--- config.mk ---
export PLATFORM = sky130hd
export DESIGN_NAME = cop_scheduler
export DESIGN_NICKNAME = d
export VERILOG_FILES = /design/src/rtl/cop_scheduler.sv
export SDC_FILE = /design/constraint.sdc
export NUM_CORES = 1
export LEC_CHECK = 0
export BUFFER_PORTS_ARGS = -buffer_cell sky130_fd_sc_hd__clkbuf_2
export CORE_AREA = 2 2 100 102
export CTS_BUF_LIST = sky130_fd_sc_hd__clkbuf_16
export CTS_CLUSTER_DIAMETER = 100
export CTS_CLUSTER_SIZE = 28
export DETAILED_ROUTE_END_ITERATION = 8
export DIE_AREA = 0 0 102 104
export HOLD_SLACK_MARGIN = 0.1
export PLACE_DENSITY = 0.73
export SLEW_MARGIN = 20
export SYNTH_ARGS = -nofsm -noshare
export SYNTH_HDL_FRONTEND = slang
export SYNTH_SLANG_ARGS = --single-unit
--- constraint.sdc ---
create_clock -name clk -period 7.5 [get_ports clk]
set_clock_uncertainty 0.2 [all_clocks]
set_input_delay 0.75 -clock clk [delete_from_list [all_inputs] [get_ports clk]]
set_output_delay 0.75 -clock clk [all_outputs]
set_load 0.005 [all_outputs]
--- src/rtl/cop_scheduler.sv ---
// Round-robin arbiter and sequencer for the shared multi-cycle coprocessor (ENC/DEC/FFT).
// Define COP_SCHED_FIXED_PRIO_EN to make requester 0 always win ties instead of round-robin.
module cop_scheduler #(
    parameter int                 DATA_W   = 19,
    parameter int                 TIMEOUT  = 64,
    parameter logic [DATA_W-1:0]  ERR_DATA = 19'h7FFFF
) (
    input  logic              clk,
    input  logic              reset,

    input  logic              req0_valid,
    output logic              req0_ready,
    input  logic [1:0]        req0_op,
    input  logic [DATA_W-1:0] req0_a,
    input  logic [DATA_W-1:0] req0_b,

    input  logic              req1_valid,
    output logic              req1_ready,
    input  logic [1:0]        req1_op,
    input  logic [DATA_W-1:0] req1_a,
    input  logic [DATA_W-1:0] req1_b,

    output logic              rsp0_valid,
    output logic              rsp1_valid,
    output logic [DATA_W-1:0] rsp_data,
    output logic              rsp_err,

    output logic              cop_start,
    output logic [1:0]        cop_op,
    output logic [DATA_W-1:0] cop_a,
    output logic [DATA_W-1:0] cop_b,
    input  logic              cop_done,
    input  logic [DATA_W-1:0] cop_result,

    output logic              busy
);

    typedef enum logic [1:0] {
        IDLE  = 2'd0,
        ISSUE = 2'd1,
        WAIT  = 2'd2,
        RESP  = 2'd3
    } state_t;

    localparam logic [1:0] OP_RSVD  = 2'b11;
    localparam logic [7:0] LAST_CNT = 8'(TIMEOUT - 1);

    state_t            r_state;
    state_t            w_next;

    logic              r_rr_last;
    logic              r_owner;
    logic              r_err;
    logic [7:0]        r_cnt;
    logic [1:0]        r_op;
    logic [DATA_W-1:0] r_a;
    logic [DATA_W-1:0] r_b;
    logic [DATA_W-1:0] r_data;

    logic              w_idle;
    logic              w_grant0;
    logic              w_grant1;
    logic              w_accept;
    logic              w_timeout;
    logic [1:0]        w_sel_op;
    logic [DATA_W-1:0] w_sel_a;
    logic [DATA_W-1:0] w_sel_b;

    // Ready is gated by reset so every output reads 0 while reset is held.
    assign w_idle = (r_state == IDLE) & reset;

`ifdef COP_SCHED_FIXED_PRIO_EN
    assign w_grant0 = req0_valid;
`else
    assign w_grant0 = req0_valid & (~req1_valid | r_rr_last);
`endif
    assign w_grant1 = req1_valid & ~w_grant0;

    assign req0_ready = w_idle & w_grant0;
    assign req1_ready = w_idle & w_grant1;
    assign w_accept   = req0_ready | req1_ready;

    assign w_sel_op = req1_ready ? req1_op : req0_op;
    assign w_sel_a  = req1_ready ? req1_a  : req0_a;
    assign w_sel_b  = req1_ready ? req1_b  : req0_b;

    // Counter reads 0 in ISSUE and k in the k-th WAIT cycle, so a timeout response lands TIMEOUT cycles after start.
    assign w_timeout = (r_state == WAIT) & (r_cnt == LAST_CNT);

    always_ff @(posedge clk or negedge reset) begin
        if (!reset) begin
            r_state <= IDLE;
        end else begin
            r_state <= w_next;
        end
    end

    always_comb begin
        w_next = r_state;
        case (r_state)
            IDLE: begin
                if (w_accept) begin
                    w_next = (w_sel_op == OP_RSVD) ? RESP : ISSUE;
                end
            end
            ISSUE: begin
                w_next = WAIT;
            end
            WAIT: begin
                if (cop_done || w_timeout) begin
                    w_next = RESP;
                end
            end
            RESP: begin
                w_next = IDLE;
            end
            default: begin
                w_next = IDLE;
            end
        endcase
    end

    always_ff @(posedge clk or negedge reset) begin
        if (!reset) begin
            r_rr_last <= 1'b1;
            r_owner   <= 1'b0;
            r_err     <= 1'b0;
            r_cnt     <= '0;
            r_op      <= '0;
            r_a       <= '0;
            r_b       <= '0;
            r_data    <= '0;
        end else begin
            case (r_state)
                IDLE: begin
                    if (w_accept) begin
                        r_op      <= w_sel_op;
                        r_a       <= w_sel_a;
                        r_b       <= w_sel_b;
                        r_owner   <= req1_ready;
                        r_rr_last <= req1_ready;
                        r_cnt     <= '0;
                        if (w_sel_op == OP_RSVD) begin
                            r_data <= ERR_DATA;
                            r_err  <= 1'b1;
                        end
                    end
                end
                ISSUE: begin
                    r_cnt <= r_cnt + 8'd1;
                end
                WAIT: begin
                    r_cnt <= r_cnt + 8'd1;
                    // A completion in the timeout cycle still returns the real result.
                    if (cop_done) begin
                        r_data <= cop_result;
                        r_err  <= 1'b0;
                    end else if (w_timeout) begin
                        r_data <= ERR_DATA;
                        r_err  <= 1'b1;
                    end
                end
                default: begin
                end
            endcase
        end
    end

    assign rsp0_valid = (r_state == RESP) & ~r_owner;
    assign rsp1_valid = (r_state == RESP) &  r_owner;
    assign rsp_data   = r_data;
    assign rsp_err    = (r_state == RESP) & r_err;

    assign cop_start  = (r_state == ISSUE);
    assign cop_op     = r_op;
    assign cop_a      = r_a;
    assign cop_b      = r_b;

    assign busy       = (r_state != IDLE);

endmodule

-- Yosys cells after proc, flatten, opt, wreduce, memory -nomap -nowiden
Cells that the tools add are included.
- register bits: 72
- bits in latches: 0
- bits in writable memories: 0
- ROM bits: 0
- input bits: 104
- output and inout bits: 66
- word-level logic and storage cells: 62
- memories kept: 0
- $add $sub $neg: 1
- multipliers: 0
- div/mod/pow operators: 0
- order comparisons: 0
- equality and inequality tests: 9
- shifts and indexed selects: 0
- mux-type cells: 19
- bitwise logic cells: 14
- reduce and logical (&&, ||, !) cells: 10
- operators with widths (operator ; count):
    $mux W19 ; 6
    $pmux W19 S2 ; 1
    $pmux W8 S2 ; 1
    $and A1 B1 Y1 ; 9
    $add A8 B1 Y8 const B ; 1
    $eq A8 B6 Y1 const B ; 1
    $mux W2 ; 4
    $mux W8 ; 1
    $pmux W2 S4 ; 1
    $eq A2 B2 Y1 const B ; 3
    $reduce_and A2 Y1 ; 3
    $reduce_bool A2 Y1 ; 3
    $mux W1 ; 4
    $ne A2 B1 Y1 const B ; 2
    $reduce_and A4 Y1 ; 1
    $ne A3 B3 Y1 const B ; 1
    $not A1 Y1 ; 3
    $eq A2 B1 Y1 const B ; 1
    $logic_not A2 Y1 ; 1
    $ne A2 B2 Y1 const B ; 1
    $or A1 B1 Y1 ; 2
    $pmux W1 S2 ; 1
    $reduce_or A2 Y1 ; 1
    $logic_or A1 B1 Y1 ; 1

-- Logic depth before layout (Yosys ltp)
- depth in word-level cells: 11
- gate-level depth with buffers: 9
- mapped depth without buffers: 7

-- Worst setup path after synthesis
OpenSTA, ideal clock, no wires.
- path kind: register to register
- start: register r_state[0]
- end: register r_err
- arrival: 2.123 ns
- required time: 7.172 ns
- slack: 5.049 ns
- cell stages (with the launch flop): 10
- buffers on the path: 2
- period minus slack after synthesis: 2.451 ns
- path through: dfrtp_1 -> inv_1 -> ha_1 -> buf_6 -> nand3_2 -> a21oi_4 -> mux2_4 -> a211oi_2 -> buf_6 -> mux2_1
- cells in the longest elaborated chain, start to end: 7
- elaborated cells on any way between the ends: 15
- those cells by class: eq/ne: 5; mux: 2; bitwise: 5; reduce/logical: 3
- ends and longest elaborated chain (element ; RTL line ; text):
    start: declaration ; 48 ; state_t r_state;
    start signal: assignment ; 94 ; r_state <= w_next;
    $logic_not A2 Y1 ; 70, 134 ;
    $and A1 B1 Y1 ; 70 ; assign w_idle = (r_state == IDLE) & reset;
    $and A1 B1 Y1 ; 80 ; assign req1_ready = w_idle & w_grant1;
    $mux W2 ; 83 ; assign w_sel_op = req1_ready ? req1_op : req0_op;
    $eq A2 B2 Y1 ; 143 ; if (w_sel_op == OP_RSVD) begin
    $ne A2 B1 Y1 (no line) ; - ;
    $reduce_and A4 Y1 (no line) ; - ;
    end signal: assignment ; 145 ; r_err <= 1'b1;
    end signal: assignment ; 157 ; r_err <= 1'b0;
    end signal: assignment ; 160 ; r_err <= 1'b1;
    end: declaration ; 53 ; logic r_err;
Parallel ways exist; a longest one is shown, timed or not.
A chain may end at the register's enable or synchronous reset.

-- Worst setup path after layout
- start: input reset
- end: output req1_ready
- cells in the longest elaborated chain, start to end: 2
- ends and longest elaborated chain (element ; RTL line ; text):
    start: declaration ; 9 ; input logic reset,
    $and A1 B1 Y1 ; 70 ;
    $and A1 B1 Y1 ; 80 ;
    end: declaration ; 18 ; output logic req1_ready,
Every way passes these cells.

==> flow_results.xml <==
<?xml version="1.0" encoding="UTF-8"?>
<metrics>
  <group name="sta">
    <metric name="number_of_hold_violations_in_the_final_report" unit="">0</metric>
    <metric name="worst_slack" unit="ns">4.00</metric>
    <metric name="clock.fmax" unit="MHz">286</metric>
    <metric name="drv_slew" unit="">0</metric>
    <metric name="max_slew.worst_pin.slew" unit="ns">0.941</metric>
    <metric name="grt_setup_unrepaired" unit="">no</metric>
    <metric name="min_period" unit="ns">3.50</metric>
    <metric name="hold_ws" unit="ns">0.278</metric>
    <metric name="final_min_period_over_clock_period" unit="">0.467</metric>
    <metric name="slew_headroom" unit="">0.373</metric>
    <metric name="setup-violations-final" unit="">0</metric>
    <metric name="setup_total_negative_slack" unit="ns">0</metric>
  </group>
  <group name="logic_synthesis">
    <metric name="synth_ff_type" unit="">sky130_fd_sc_hd__dfrtp_1</metric>
    <metric name="synth_top_area_frac" unit="">0.543</metric>
    <metric name="mappedNetlistNets" unit="">412</metric>
    <metric name="post-synth-top-count-cell" unit="">sky130_fd_sc_hd__dfrtp_1</metric>
    <metric name="syn_area" unit="um2">3270</metric>
    <metric name="asyncSetResetFlopFracSynth" unit="">1.00</metric>
    <metric name="synthesis.area_per_instance" unit="um2">10.8</metric>
    <metric name="synthCells" unit="">302</metric>
    <metric name="yosysWarnings" unit="">0</metric>
    <metric name="seq_area_frac_synth" unit="">0.551</metric>
    <metric name="synth_enable_flop_cells" unit="">0</metric>
    <metric name="synth.lib_cells_used.distinct" unit="">34</metric>
    <metric name="synth_common_cells" unit="">sky130_fd_sc_hd__dfrtp_1, sky130_fd_sc_hd__inv_1, sky130_fd_sc_hd__a222oi_1</metric>
    <metric name="synth_area_leaders" unit="">sky130_fd_sc_hd__dfrtp_1, sky130_fd_sc_hd__a222oi_1, sky130_fd_sc_hd__mux2i_1</metric>
    <metric name="netlist.top_cell.by_area" unit="">sky130_fd_sc_hd__dfrtp_1</metric>
    <metric name="ys_ff_latch" unit="">72</metric>
  </group>
  <group name="cells_and_area">
    <metric name="area.growth.synth_to_final" unit="%">39.1</metric>
    <metric name="area.sequential" unit="um2">1800</metric>
    <metric name="drive_gt1_frac" unit="">0.412</metric>
    <metric name="multi_input_area" unit="um2">1160</metric>
    <metric name="finish.net_count" unit="">578</metric>
    <metric name="antenna_cells" unit="">0</metric>
    <metric name="fillCellCount" unit="">919</metric>
  </group>
  <group name="grt">
    <metric name="antenna_found_initial" unit="">0</metric>
    <metric name="grt_first_pass_wirelength" unit="mm">14.0</metric>
    <metric name="maximum_number_of_pins_on_one_net_before_global_route_repair" unit="">77</metric>
    <metric name="global_route.usage.total" unit="">0.167</metric>
    <metric name="grt_remaining_overflow" unit="">0</metric>
    <metric name="grt_pass1_vias" unit="">2999</metric>
  </group>
  <group name="power">
    <metric name="relative_contribution_of_sequential_cells_to_total_power" unit="">0.378</metric>
    <metric name="power.share.switching" unit="">0.357</metric>
    <metric name="overall_power_of_the_completed_layout" unit="mW">1.78</metric>
    <metric name="pwrdens" unit="nW/um2">392</metric>
    <metric name="cellInternalPower" unit="mW">1.15</metric>
    <metric name="power_frac_clock" unit="">0.235</metric>
    <metric name="power.combinational.fraction" unit="">0.387</metric>
    <metric name="vdd.ir_drop.worst" unit="mV">0.139</metric>
    <metric name="p_sw" unit="uW">636</metric>
    <metric name="power.leakage" unit="nW">2.62</metric>
  </group>
  <group name="critical_path">
    <metric name="setup.worst_path.class" unit="">input pin to primary output</metric>
    <metric name="critical_path.top_delay_family" unit="">buffers and inverters</metric>
    <metric name="critical_path.n_buffers_inverters" unit="">3</metric>
    <metric name="timing.critical_path.from_type" unit="">input pin</metric>
    <metric name="cpMostUsedCell" unit="">sky130_fd_sc_hd__buf_4</metric>
    <metric name="crit_path_end_kind" unit="">primary output</metric>
    <metric name="delay_contributed_by_the_slowest_stage_of_the_critical_path" unit="ns">0.66</metric>
    <metric name="worst_ep_required_time" unit="ns">6.55</metric>
    <metric name="critical_path.cell_chain" unit="">buf_4 -&gt; nand3_2 -&gt; a21oi_4 -&gt; buf_4 -&gt; clkbuf_2</metric>
    <metric name="critical-path-slowest-cell" unit="">sky130_fd_sc_hd__buf_4</metric>
    <metric name="worst-endpoint-arrival" unit="ns">2.55</metric>
    <metric name="largest_driver_fanout_on_the_critical_path" unit="">76</metric>
    <metric name="reg2reg_slack" unit="ns">4.52</metric>
  </group>
  <group name="placed_design">
    <metric name="detailed_place_hpwl" unit="mm">6.21</metric>
    <metric name="io_buffer_count" unit="">169</metric>
    <metric name="pre_cts_slack" unit="ns">3.82</metric>
    <metric name="gp_congestion" unit="">0.758</metric>
  </group>
  <group name="cts">
    <metric name="ctsRootBufferMaster" unit="">sky130_fd_sc_hd__clkbuf_16</metric>
    <metric name="clk-insertion-delay-late" unit="ns">0.32</metric>
    <metric name="max-clock-path-buffers" unit="">2</metric>
    <metric name="clock_tree_from_tritoncts" unit="">built</metric>
    <metric name="cts_inserted_buffers" unit="">9</metric>
    <metric name="worst_setup_hold_path_clk_slew" unit="ns">0.05</metric>
    <metric name="cts.repair.resized" unit="">0</metric>
    <metric name="holdBufCountCts" unit="">0</metric>
    <metric name="cts_sinks" unit="">72</metric>
    <metric name="postCtsSetupRepairBufs" unit="">0</metric>
    <metric name="cts_max_level" unit="">3</metric>
  </group>
  <group name="job">
    <metric name="max_cap_viol_count" unit="">0</metric>
  </group>
  <group name="floorplanning">
    <metric name="core_region_area" unit="um2">9550</metric>
    <metric name="fp-row-count" unit="">36</metric>
    <metric name="fp.dieW" unit="um">102</metric>
    <metric name="die-area" unit="um2">10600</metric>
    <metric name="floorplan.initialDensity" unit="">0.342</metric>
    <metric name="die_height" unit="um">104</metric>
    <metric name="io_pins" unit="">170</metric>
  </group>
  <group name="drt">
    <metric name="routed_via_density" unit="">4.86</metric>
    <metric name="vias" unit="">2944</metric>
    <metric name="detailedRoute.firstPassIterationCount" unit="">8</metric>
    <metric name="drt_drc_violations_left" unit="">0</metric>
    <metric name="route.antenna.remaining_nets" unit="">0</metric>
    <metric name="drt_wl_total" unit="mm">8.57</metric>
    <metric name="detailedRoute.firstIterationViolations" unit="">243</metric>
    <metric name="routed_wire_length_per_instance" unit="um">14.1</metric>
  </group>
  <group name="status">
    <metric name="run_status" unit="">completed</metric>
  </group>
  <group name="worst_hold_path">
    <metric name="hold_path_class" unit="">flop to flop</metric>
  </group>
</metrics>
-- logic make-up after synthesis --
group / after synthesis / synth area share
muxes: 26 / 0.0815
xor gates and xnor gates: 2 / 0.00536
AOI/OAI and AO/OA: 62 / 0.168
DFF: 72 / 0.551
and+or+nand+nor: 53 / 0.0716
buffers and inverters: 81 / 0.0987
adders and majority gates: 6 / 0.0230
-- stage by stage --
stage | util | cell area, um2 | std cells
3_5_place_dp | 0.445 | 4250 | 590
2_1_floorplan | - | 3270 | 302
6_report | 0.476 | 4550 | 606
3_3_place_gp | 0.444 | 4240 | 589
5_1_grt | 0.476 | 4550 | 606
4_1_cts | 0.476 | 4550 | 606
-- final timing paths --
| path | start | end | cells past startpoint |
|---|---|---|---|
| max reg2reg | r_state[0]$_DFFE_PN0P_ | rsp_data[5]$_DFFE_PN0P_ | 8 |
| min | cop_op[0]$_DFFE_PN0P_ | cop_op[0]$_DFFE_PN0P_ | 2 |
| min in group asynchronous | reset | r_cnt[4]$_DFFE_PN0P_ | 1 |
| min reg2reg | cop_op[0]$_DFFE_PN0P_ | cop_op[0]$_DFFE_PN0P_ | 2 |
| max | reset | req1_ready | 5 |
| max in group asynchronous | reset | r_cnt[2]$_DFFE_PN0P_ | 1 |
-- metal layers --
| metal | part of all wire | track usage | up-vias |
|---|---|---|---|
| met4 | 0.019 | 0.0590 | 0 |
| met5 | 0 | 0 | - |
| met3 | 0.073 | 0.0504 | 13 |
| li1 | - | - | 1394 |
| met1 | 0.40 | 0.211 | 1395 |
| met2 | 0.51 | 0.268 | 142 |
-- worst register-to-register path: stages (launching register included) --
cell                       delay (ns)
sky130_fd_sc_hd__dfrtp_1         0.40
sky130_fd_sc_hd__inv_1           0.13
sky130_fd_sc_hd__ha_1            0.38
sky130_fd_sc_hd__nand3_2         0.17
sky130_fd_sc_hd__a21oi_4         0.19
sky130_fd_sc_hd__mux2_4          0.33
sky130_fd_sc_hd__a211oi_4        0.56
sky130_fd_sc_hd__buf_6           0.28
sky130_fd_sc_hd__mux2i_1         0.25
-- sequential cells by signal, indices dropped and copies added, names as in the netlist --
signal and flops:
r_err 1, cop_b 19, r_owner 1, r_cnt 8
r_state 2, cop_op 2, r_rr_last 1, cop_a 19
rsp_data 19
-- final cells by class --
| cell class | instances | share of cell area |
|---|---|---|
| clock buffer | 9 | 0.0495 |
| clock inverter | 7 | 0.0160 |
| inverter | 63 | 0.0520 |
| multi-input combinational | 149 | 0.256 |
| sequential | 72 | 0.396 |
| tap | 133 | 0.0366 |
| timing repair buffer | 173 | 0.194 |
-- layout by cell type (no fill, tap or decap), drive strengths merged, types with 3 or more instances in the layout --
master  count
clkbuf    177
dfrtp      71
inv        63
a222oi     38
mux2i      24
nor2       22
nand2      16
o21ai      10
ha          6
buf         5
nand3       4
a21oi       4
clkinv      4
and2        3
nor3        3
a22o        3
-- power by group through the flow --
stage          Clock (mW)  Combinational (mW)  Sequential, mW
2_1_floorplan           0               0.410           0.669
3_3_place_gp            0               0.670           0.672
3_5_place_dp            0               0.701           0.673
4_1_cts             0.432               0.699           0.674
5_1_grt             0.449               0.775           0.695
6_report            0.419               0.691           0.675
Note: power is estimated with default switching activity, not from simulation.
